## config.mk

```make
export PLATFORM = sky130hd
export DESIGN_NAME = fetch_feeder
export DESIGN_NICKNAME = d
export VERILOG_FILES = /design/src/rtl/fetch_pkg.sv /design/src/rtl/fetch_skid_fifo.sv /design/src/rtl/fetch_feeder.sv
export SDC_FILE = /design/constraint.sdc
export NUM_CORES = 1
export LEC_CHECK = 0
export CORE_UTILIZATION = 55
export CTS_BUF_LIST = sky130_fd_sc_hd__clkbuf_8
export DETAILED_ROUTE_END_ITERATION = 16
export PLACE_DENSITY_LB_ADDON = 0.3
export SLEW_MARGIN = 0
export SYNTH_ARGS = -nofsm -noshare
export SYNTH_HDL_FRONTEND = slang
export SYNTH_SLANG_ARGS = --single-unit
```

## constraint.sdc

```tcl
create_clock -name clk -period 12.1 [get_ports clk]
set_input_delay 3.63 -clock clk [delete_from_list [all_inputs] [get_ports clk]]
set_output_delay 3.63 -clock clk [all_outputs]
set_load 0.1 [all_outputs]
```

## src/rtl/fetch_pkg.sv

```systemverilog
// Shared definitions for the fetch feeder slice.
//   RESET_PC        default PC loaded on reset
//   PC_INC          byte increment between sequential fetches
//   *_DEF           default widths/depth used by the top-level parameters
//   fetch_pkt_t     {pc, instr} packet as seen by the instruction queue
package fetch_pkg;

    localparam int ADDR_WIDTH_DEF  = 32;
    localparam int INSTR_WIDTH_DEF = 32;
    localparam int SKID_DEPTH_DEF  = 2;

    localparam logic [31:0] RESET_PC = 32'h0000_0000;
    localparam logic [31:0] PC_INC   = 32'd4;

    typedef struct packed {
        logic [ADDR_WIDTH_DEF-1:0]  pc;
        logic [INSTR_WIDTH_DEF-1:0] instr;
    } fetch_pkt_t;

endpackage

```

## src/rtl/fetch_skid_fifo.sv

```systemverilog
// Small circular FIFO holding fetched packets until the queue accepts them.
// Ports:
//   clk, reset      clock, synchronous active-high reset
//   clear           flush: empties the FIFO (wins over push/pop)
//   push, push_data write one packet at the tail
//   pop             retire the packet at the head
//   count           number of valid entries, 0..DEPTH
//   head_data       packet at the head (meaningful when count > 0)
module fetch_skid_fifo #(
    parameter int WIDTH = 64,
    parameter int DEPTH = 2
) (
    input  logic                         clk,
    input  logic                         reset,
    input  logic                         clear,
    input  logic                         push,
    input  logic [WIDTH-1:0]             push_data,
    input  logic                         pop,
    output logic [$clog2(DEPTH+1)-1:0]   count,
    output logic [WIDTH-1:0]             head_data
);

    localparam int PTR_W = $clog2(DEPTH);
    localparam int CNT_W = $clog2(DEPTH+1);

    logic [WIDTH-1:0] mem [DEPTH];
    logic [PTR_W-1:0] head;
    logic [PTR_W-1:0] tail;

    function automatic logic [PTR_W-1:0] ptr_next(input logic [PTR_W-1:0] p);
        return (p == PTR_W'(DEPTH-1)) ? '0 : p + 1'b1;
    endfunction

    always_ff @(posedge clk) begin
        if (reset || clear) begin
            head  <= '0;
            tail  <= '0;
            count <= '0;
        end else begin
            if (push) tail <= ptr_next(tail);
            if (pop)  head <= ptr_next(head);
            unique case ({push, pop})
                2'b10:   count <= count + CNT_W'(1);
                2'b01:   count <= count - CNT_W'(1);
                default: count <= count;
            endcase
        end
    end

    // Storage needs no reset; validity is tracked by count.
    always_ff @(posedge clk) begin
        if (push && !clear && !reset) mem[tail] <= push_data;
    end

    assign head_data = mem[head];

endmodule

```

## src/rtl/fetch_feeder.sv

```systemverilog
// Sequential instruction fetch feeding the instruction queue.
// Issues PCs to a one-cycle-latency instruction memory, captures responses in
// a skid FIFO and pushes {pc, instr} packets into the queue.
// Ports:
//   clk, reset      clock, synchronous active-high reset
//   stall           global stall: no issue, no enque (responses still captured)
//   flush           discard all in-flight/buffered work, restart at redirect_pc
//   redirect_pc     restart PC used on flush
//   imem_req        memory read request this cycle
//   imem_addr       request address (current PC)
//   imem_data       read data, valid the cycle after imem_req
//   halt            queue full backpressure
//   enque           push packet to queue
//   enque_data      {pc, instr}, pc in the MSBs; zero when enque is low
// SKID_DEPTH must be at least 2.
module fetch_feeder
    import fetch_pkg::*;
#(
    parameter int                    ADDR_WIDTH  = ADDR_WIDTH_DEF,
    parameter int                    INSTR_WIDTH = INSTR_WIDTH_DEF,
    parameter int                    SKID_DEPTH  = SKID_DEPTH_DEF,
    parameter logic [ADDR_WIDTH-1:0] RESET_PC    = ADDR_WIDTH'(fetch_pkg::RESET_PC)
) (
    input  logic                              clk,
    input  logic                              reset,
    input  logic                              stall,
    input  logic                              flush,
    input  logic [ADDR_WIDTH-1:0]             redirect_pc,
    output logic                              imem_req,
    output logic [ADDR_WIDTH-1:0]             imem_addr,
    input  logic [INSTR_WIDTH-1:0]            imem_data,
    input  logic                              halt,
    output logic                              enque,
    output logic [ADDR_WIDTH+INSTR_WIDTH-1:0] enque_data
);

    localparam int PKT_W = ADDR_WIDTH + INSTR_WIDTH;
    localparam int CNT_W = $clog2(SKID_DEPTH+1);
    localparam int OCC_W = CNT_W + 1;

    logic [ADDR_WIDTH-1:0] pc;
    logic [ADDR_WIDTH-1:0] inflight_pc;
    logic                  inflight;
    logic                  drop;
    logic                  started;
    logic [CNT_W-1:0]      count;
    logic [PKT_W-1:0]      head_data;
    logic [OCC_W-1:0]      occupancy;
    logic                  capture;

    // A request is only issued if its response is guaranteed a skid slot,
    // counting the response that is already on its way back.
    assign occupancy = OCC_W'(count) + OCC_W'(inflight);

    // started keeps both handshakes quiet for the first cycle out of reset.
    assign imem_req  = ~reset & started & ~stall & ~flush
                     & (occupancy < OCC_W'(SKID_DEPTH));
    assign imem_addr = pc;

    assign enque      = ~reset & started & ~halt & ~stall & ~flush & (count != '0);
    assign enque_data = enque ? head_data : '0;

    assign capture = inflight & ~drop;

    always_ff @(posedge clk) begin
        if (reset) begin
            pc          <= RESET_PC;
            inflight    <= 1'b0;
            inflight_pc <= '0;
            drop        <= 1'b0;
            started     <= 1'b0;
        end else begin
            started <= 1'b1;
            drop    <= 1'b0;
            if (flush) begin
                pc       <= redirect_pc;
                inflight <= 1'b0;
                drop     <= inflight;
            end else if (imem_req) begin
                pc          <= pc + ADDR_WIDTH'(PC_INC);
                inflight    <= 1'b1;
                inflight_pc <= pc;
            end else begin
                inflight <= 1'b0;
            end
        end
    end

    fetch_skid_fifo #(
        .WIDTH (PKT_W),
        .DEPTH (SKID_DEPTH)
    ) u_skid (
        .clk       (clk),
        .reset     (reset),
        .clear     (flush),
        .push      (capture),
        .push_data ({inflight_pc, imem_data}),
        .pop       (enque),
        .count     (count),
        .head_data (head_data)
    );

endmodule
```

Word-level counts from Yosys, hierarchy flattened
Memories as Yosys holds them, arrays and structs flattened. A register that Yosys moved wholly into a read port is not among the register bits.
Cells that the tools add are included.
Cells by class
  $add $sub $neg: 6
  multiply operators: 0
  div/mod/pow operators: 0
  magnitude comparators: 1
  equal/unequal tests: 2
  shift operators: 0
  mux-type cells: 12
  bitwise logic cells: 14
  reductions and logical operators: 11
Operator list (count)
  32-bit two-way mux: 2
  64-bit two-way mux: 1
  32-bit by 3-bit adder with 32-bit output (second input constant): 1
  1-bit bitwise AND: 9
  1-bit two-way mux: 8
  2-bit nonzero test: 3
  1-bit NOT: 5
  2-bit one-hot mux with 2 select lines: 1
  2-bit OR reduction: 2
  2-bit by 1-bit adder with 3-bit output: 1
  3-bit by 2-bit < comparator with 1-bit output (second input constant): 1
  1-bit adder (second input constant): 2
  2-bit by 1-bit adder with 2-bit output (second input constant): 1
  2-bit by 1-bit == test with 1-bit output (second input constant): 1
  2-bit == test (second input constant): 1
  1-bit logical AND: 2
  1-bit zero test: 2
  2-bit AND reduction: 1
  2-bit by 1-bit subtractor with 2-bit output (second input constant): 1
  1-bit logical OR: 1
Storage, ports and cells
  bits in registers: 71
  latch bits: 0
  RAM bits: 128
  ROM bits: 0
  output and inout bits: 98
  word-level logic and storage cells: 55
  memories: 1
Memory list
  u_skid.mem: words 2, bits a word 64, rd ports 1, clocked after memory_dff 1, wr ports 1, line fetch_skid_fifo.sv:26  | logic [WIDTH-1:0] mem [DEPTH];

Logic depth before layout (Yosys ltp)
  depth after elaboration: 8
  mapped depth: 10
  depth with buffers taken out: 7

By module
Synthesis repeated with hierarchy kept, for this count alone.
Second synthesis, totals
  cell total of the unflattened synthesis: 700
  area, all modules: 8513.2 um^2
Modules (own cells, without submodules)
  fetch_skid_fifo: times used 1, cells an instance 220, area an instance 4845.9 um^2
  fetch_feeder: times used 1, cells an instance 480, area an instance 3667.3 um^2

Worst setup path after synthesis
OpenSTA, ideal clock, no wires.
  path type: in2out
  start: input reset
  end: output enque_data[24]
  arrival time: 6.335 ns
  data required time: 8.470 ns
  path slack: 2.135 ns
  cell stages on the path: 6
  cell sequence: buf_6 -> or4b_4 -> or3_1 -> clkbuf_1 -> buf_1 -> nor2_1
On the way
  longest elaborated chain between the ends: 7
Ends and longest elaborated chain
  from (decl): line fetch_feeder.sv:25  | input logic reset,
  1-bit NOT: line fetch_feeder.sv:60  | assign enque = ~reset & started & ~halt & ~stall & ~flush & (count != '0);
  1-bit bitwise AND (5 in a row): line fetch_feeder.sv:60
  64-bit two-way mux: line fetch_feeder.sv:61  | assign enque_data = enque ? head_data : '0;
  to (decl): line fetch_feeder.sv:34  | output logic [ADDR_WIDTH+INSTR_WIDTH-1:0] enque_data
No other way between the ends.

Worst setup path after layout
  start: input flush
  end: output enque_data[48]
On the way
  longest elaborated chain between the ends: 4
Ends and longest elaborated chain
  from (decl): line fetch_feeder.sv:27  | input logic flush,
  1-bit NOT (no line)
  1-bit bitwise AND (2 in a row): line fetch_feeder.sv:60
  64-bit two-way mux: line fetch_feeder.sv:61
No other way between the ends.

==> run_results.csv <==
group,metric,value,unit
worst_setup_path,endpoint_kind,"output port",
grt,grt_start_max_net_pins,67,
floorplanning,fp.dieH,123,um
synth,ys_warn_count,0,
drt,detail-route-antenna-nets,0,
grt,gr-total-overflow,0,
timing,fmax,0.0981,GHz
drt,vias,5872,
drt,drt_iter0_markers,542,
timing,finClkSkew,0.00905,ns
status,status,"complete, no violations",
worst_setup_path,critPathMaxStageDelay,0.98,ns
grt,antenna_found_initial,0,
placement,port_buffers,166,
floorplanning,ios,167,
worst_setup_path,cp_max_fo,66,
placement,dpl_cell_area,0.00963,mm^2
synth,synth_ff_type,"edfxtp_1",
clock_network,cts_tree,"done",
clock_network,htreeDepth,4,
timing,finalSetupTns,0,ns
floorplanning,start_util,57.1,%
clock_network,ctsHoldBuffers,0,
clock_network,clock_path_buffers,2,
synth,synth_nets,754,
timing,fin_crit_sh,84.3,%
grt,grt_usage,24.4,%
clock_network,root_buffer,"clkbuf_8",
timing,grt_setup_unrepaired,"false",
worst_setup_path,path_cells,"clkdlybuf4s50_1 > buf_4 > or4b_4 > or3_2 > nor2_1 > buf_4",
drt,wl_per_cell,17.6,um
final_layout,fillers,1009,
drt,vias_per_cell,5.73,
clock_network,cts_setup_buffers,0,
worst_setup_path,start_kind,"input port",
power_and_ir_drop,p_leak,3.36,nW
synth,syn_area,0.00802,mm^2
final_layout,utilization,71.4,%
synth,async_flop_share,0,%
drt,wl,18100,um
worst_setup_path,slowest_stage,"or3_2",
timing,tightest_slew,1.24,ns
final_layout,nNetsFinal,903,
synth,syn_inst,683,
worst_setup_path,cpMostUsedCell,"buf_4",
floorplanning,die-width,123,um
placement,post-dp-hpwl,11600,um
worst_setup_path,cp.required,8.47,ns
placement,place.gp.congestion,0.860,
timing,relSlewSlack,17.2,%
synth,ys_ff_latch,200,
synth,synth.yosys.seq_area_share,65.9,%
timing,hold_violations,0,
final_layout,drive_gt1_share,13.3,%
timing,layout_setup_ws,1.90,ns
floorplanning,die_area,0.0151,mm^2
final_layout,fin_area,0.0100,mm^2
timing,setup_viol,0,
drt,drc_errors,0,
power_and_ir_drop,irDropWorstVdd,0.0635,mV
synth,yosys.cell_types.count,46,
placement,pre_cts_ws,1.94,ns
final_layout,antenna_cells,0,
power_and_ir_drop,power_density,127,mW/mm^2
clock_network,post_cts_resized,0,
timing,report.final.slew_viol_count,0,
min_path,hp-class,"reg -> reg",
clock_network,clk_pin_slew,0.09,ns
grt,grt_pass1_vias,5528,
floorplanning,core_area,0.0140,mm^2
final_layout,area_growth,24.9,%
job,drv_cap,0,
clock_network,clk_latency,0.47,ns
grt,grt_pass1_wl,27400,um
worst_setup_path,critPathKind,"in -> out",
drt,first_pass_iters,10,
synth,synth-edff-count,128,
timing,fin_crit,10.20,ns
synth,syn_avg_cell_area,11.7,um^2
worst_setup_path,cp.arrival,6.57,ns
floorplanning,rows,43,
clock_network,cts_buffers,17,
clock_network,cts_sinks,200,
-- logic make-up after synthesis --
logic type	after synthesis	synth area share, %
DFF	200	65.9
buffers and inverters	49	2.39
xor gates and xnor gates	8	0.874
muxes	71	8.89
AOI/OAI and AO/OA	108	7.97
adders and majority gates	2	0.312
and+or+nand+nor	245	13.7
-- critical path, delay by kind of cell --
kind,cells,cell delay (ns)
simple gates,3,1.91
buf+inv,3,0.98
-- layout make-up --
class,instances,area (um^2),share of cell area (%)
clock inverters,12,116,1.16
well taps,180,225,2.25
inverters,9,33.8,0.337
repair buffers,170,1520,15.2
multi-input cells,434,2560,25.5
clock buffers,20,275,2.75
flip-flops and latches,200,5290,52.8
-- cells in the mapped netlist (all sizes together), types with 8 or more instances --
master | n | share of area [%]
inv | 8 | 0.37
a31oi | 8 | 0.62
nand3 | 13 | 0.81
nand2 | 84 | 3.9
clkbuf | 32 | 1.5
buf | 8 | 0.47
dfxtp | 72 | 18
nor2 | 91 | 4.3
mux2i | 69 | 8.6
o21ai | 19 | 1.2
edfxtp | 128 | 48
nand4 | 9 | 0.70
and3 | 11 | 0.86
nor4 | 14 | 1.2
a21oi | 57 | 3.6
-- routing by layer --
layer	GRT usage, %	share of wire, %
met3	6.32	7.7
met4	12.8	2.5
met5	0	0
met2	39.7	49
met1	29.9	41
-- flip-flops by register name, indices dropped and copies added, names as in the netlist, named ones only --
signal / flops
imem_addr: 32
u_skid.mem: 128
u_skid.tail: 1
started: 1
u_skid.count: 2
drop: 1
inflight_pc: 32
u_skid.head: 1
inflight: 1
-- placed cells by master (no fill, tap or decap), types with 3 or more instances in the layout --
cell type	count
a21oi_1	57
a222oi_1	3
a31oi_1	8
and2_1	3
and3_1	11
and4_1	3
buf_4	70
clkbuf_8	20
clkdlybuf4s50_1	99
clkinv_4	3
dfxtp_1	71
edfxtp_1	128
inv_1	8
inv_6	4
mux2i_1	69
nand2_1	83
nand2b_1	3
nand3_1	13
nand4_1	9
nor2_1	91
nor3_1	3
nor4_1	13
o21ai_0	19
o311ai_0	5
or3_1	4
xnor2_1	5
xor2_1	3
-- report_power, final --
| part | switching (W) | internal (W) | leakage (nW) |
|---|---|---|---|
| registers | 0.0000125 | 0.000730 | 1.70 |
| logic | 0.0000751 | 0.0000390 | 1.46 |
| clock network | 0.000230 | 0.000182 | 0.198 |
-- worst paths after layout --
check / cells after the start / slack, ns / end / start
min: 0 / 0.46 / u_skid.mem[1][50] / inflight_pc[18]
max reg2reg: 6 / 9.14 / u_skid.count[1] / started
min reg2reg: 0 / 0.46 / u_skid.mem[1][50] / inflight_pc[18]
max: 6 / 1.90 / enque_data[48] / flush
-- through the flow --
stage          hold WS, ns  total power [W]  instances
3_5_place_dp         0.437         0.000871        993
6_report             0.461          0.00127       1025
4_1_cts              0.458          0.00127       1025
3_3_place_gp         0.433         0.000868        993
2_1_floorplan        0.425         0.000825        683
5_1_grt              0.477          0.00131       1025
(Power assumes the default switching activity.)
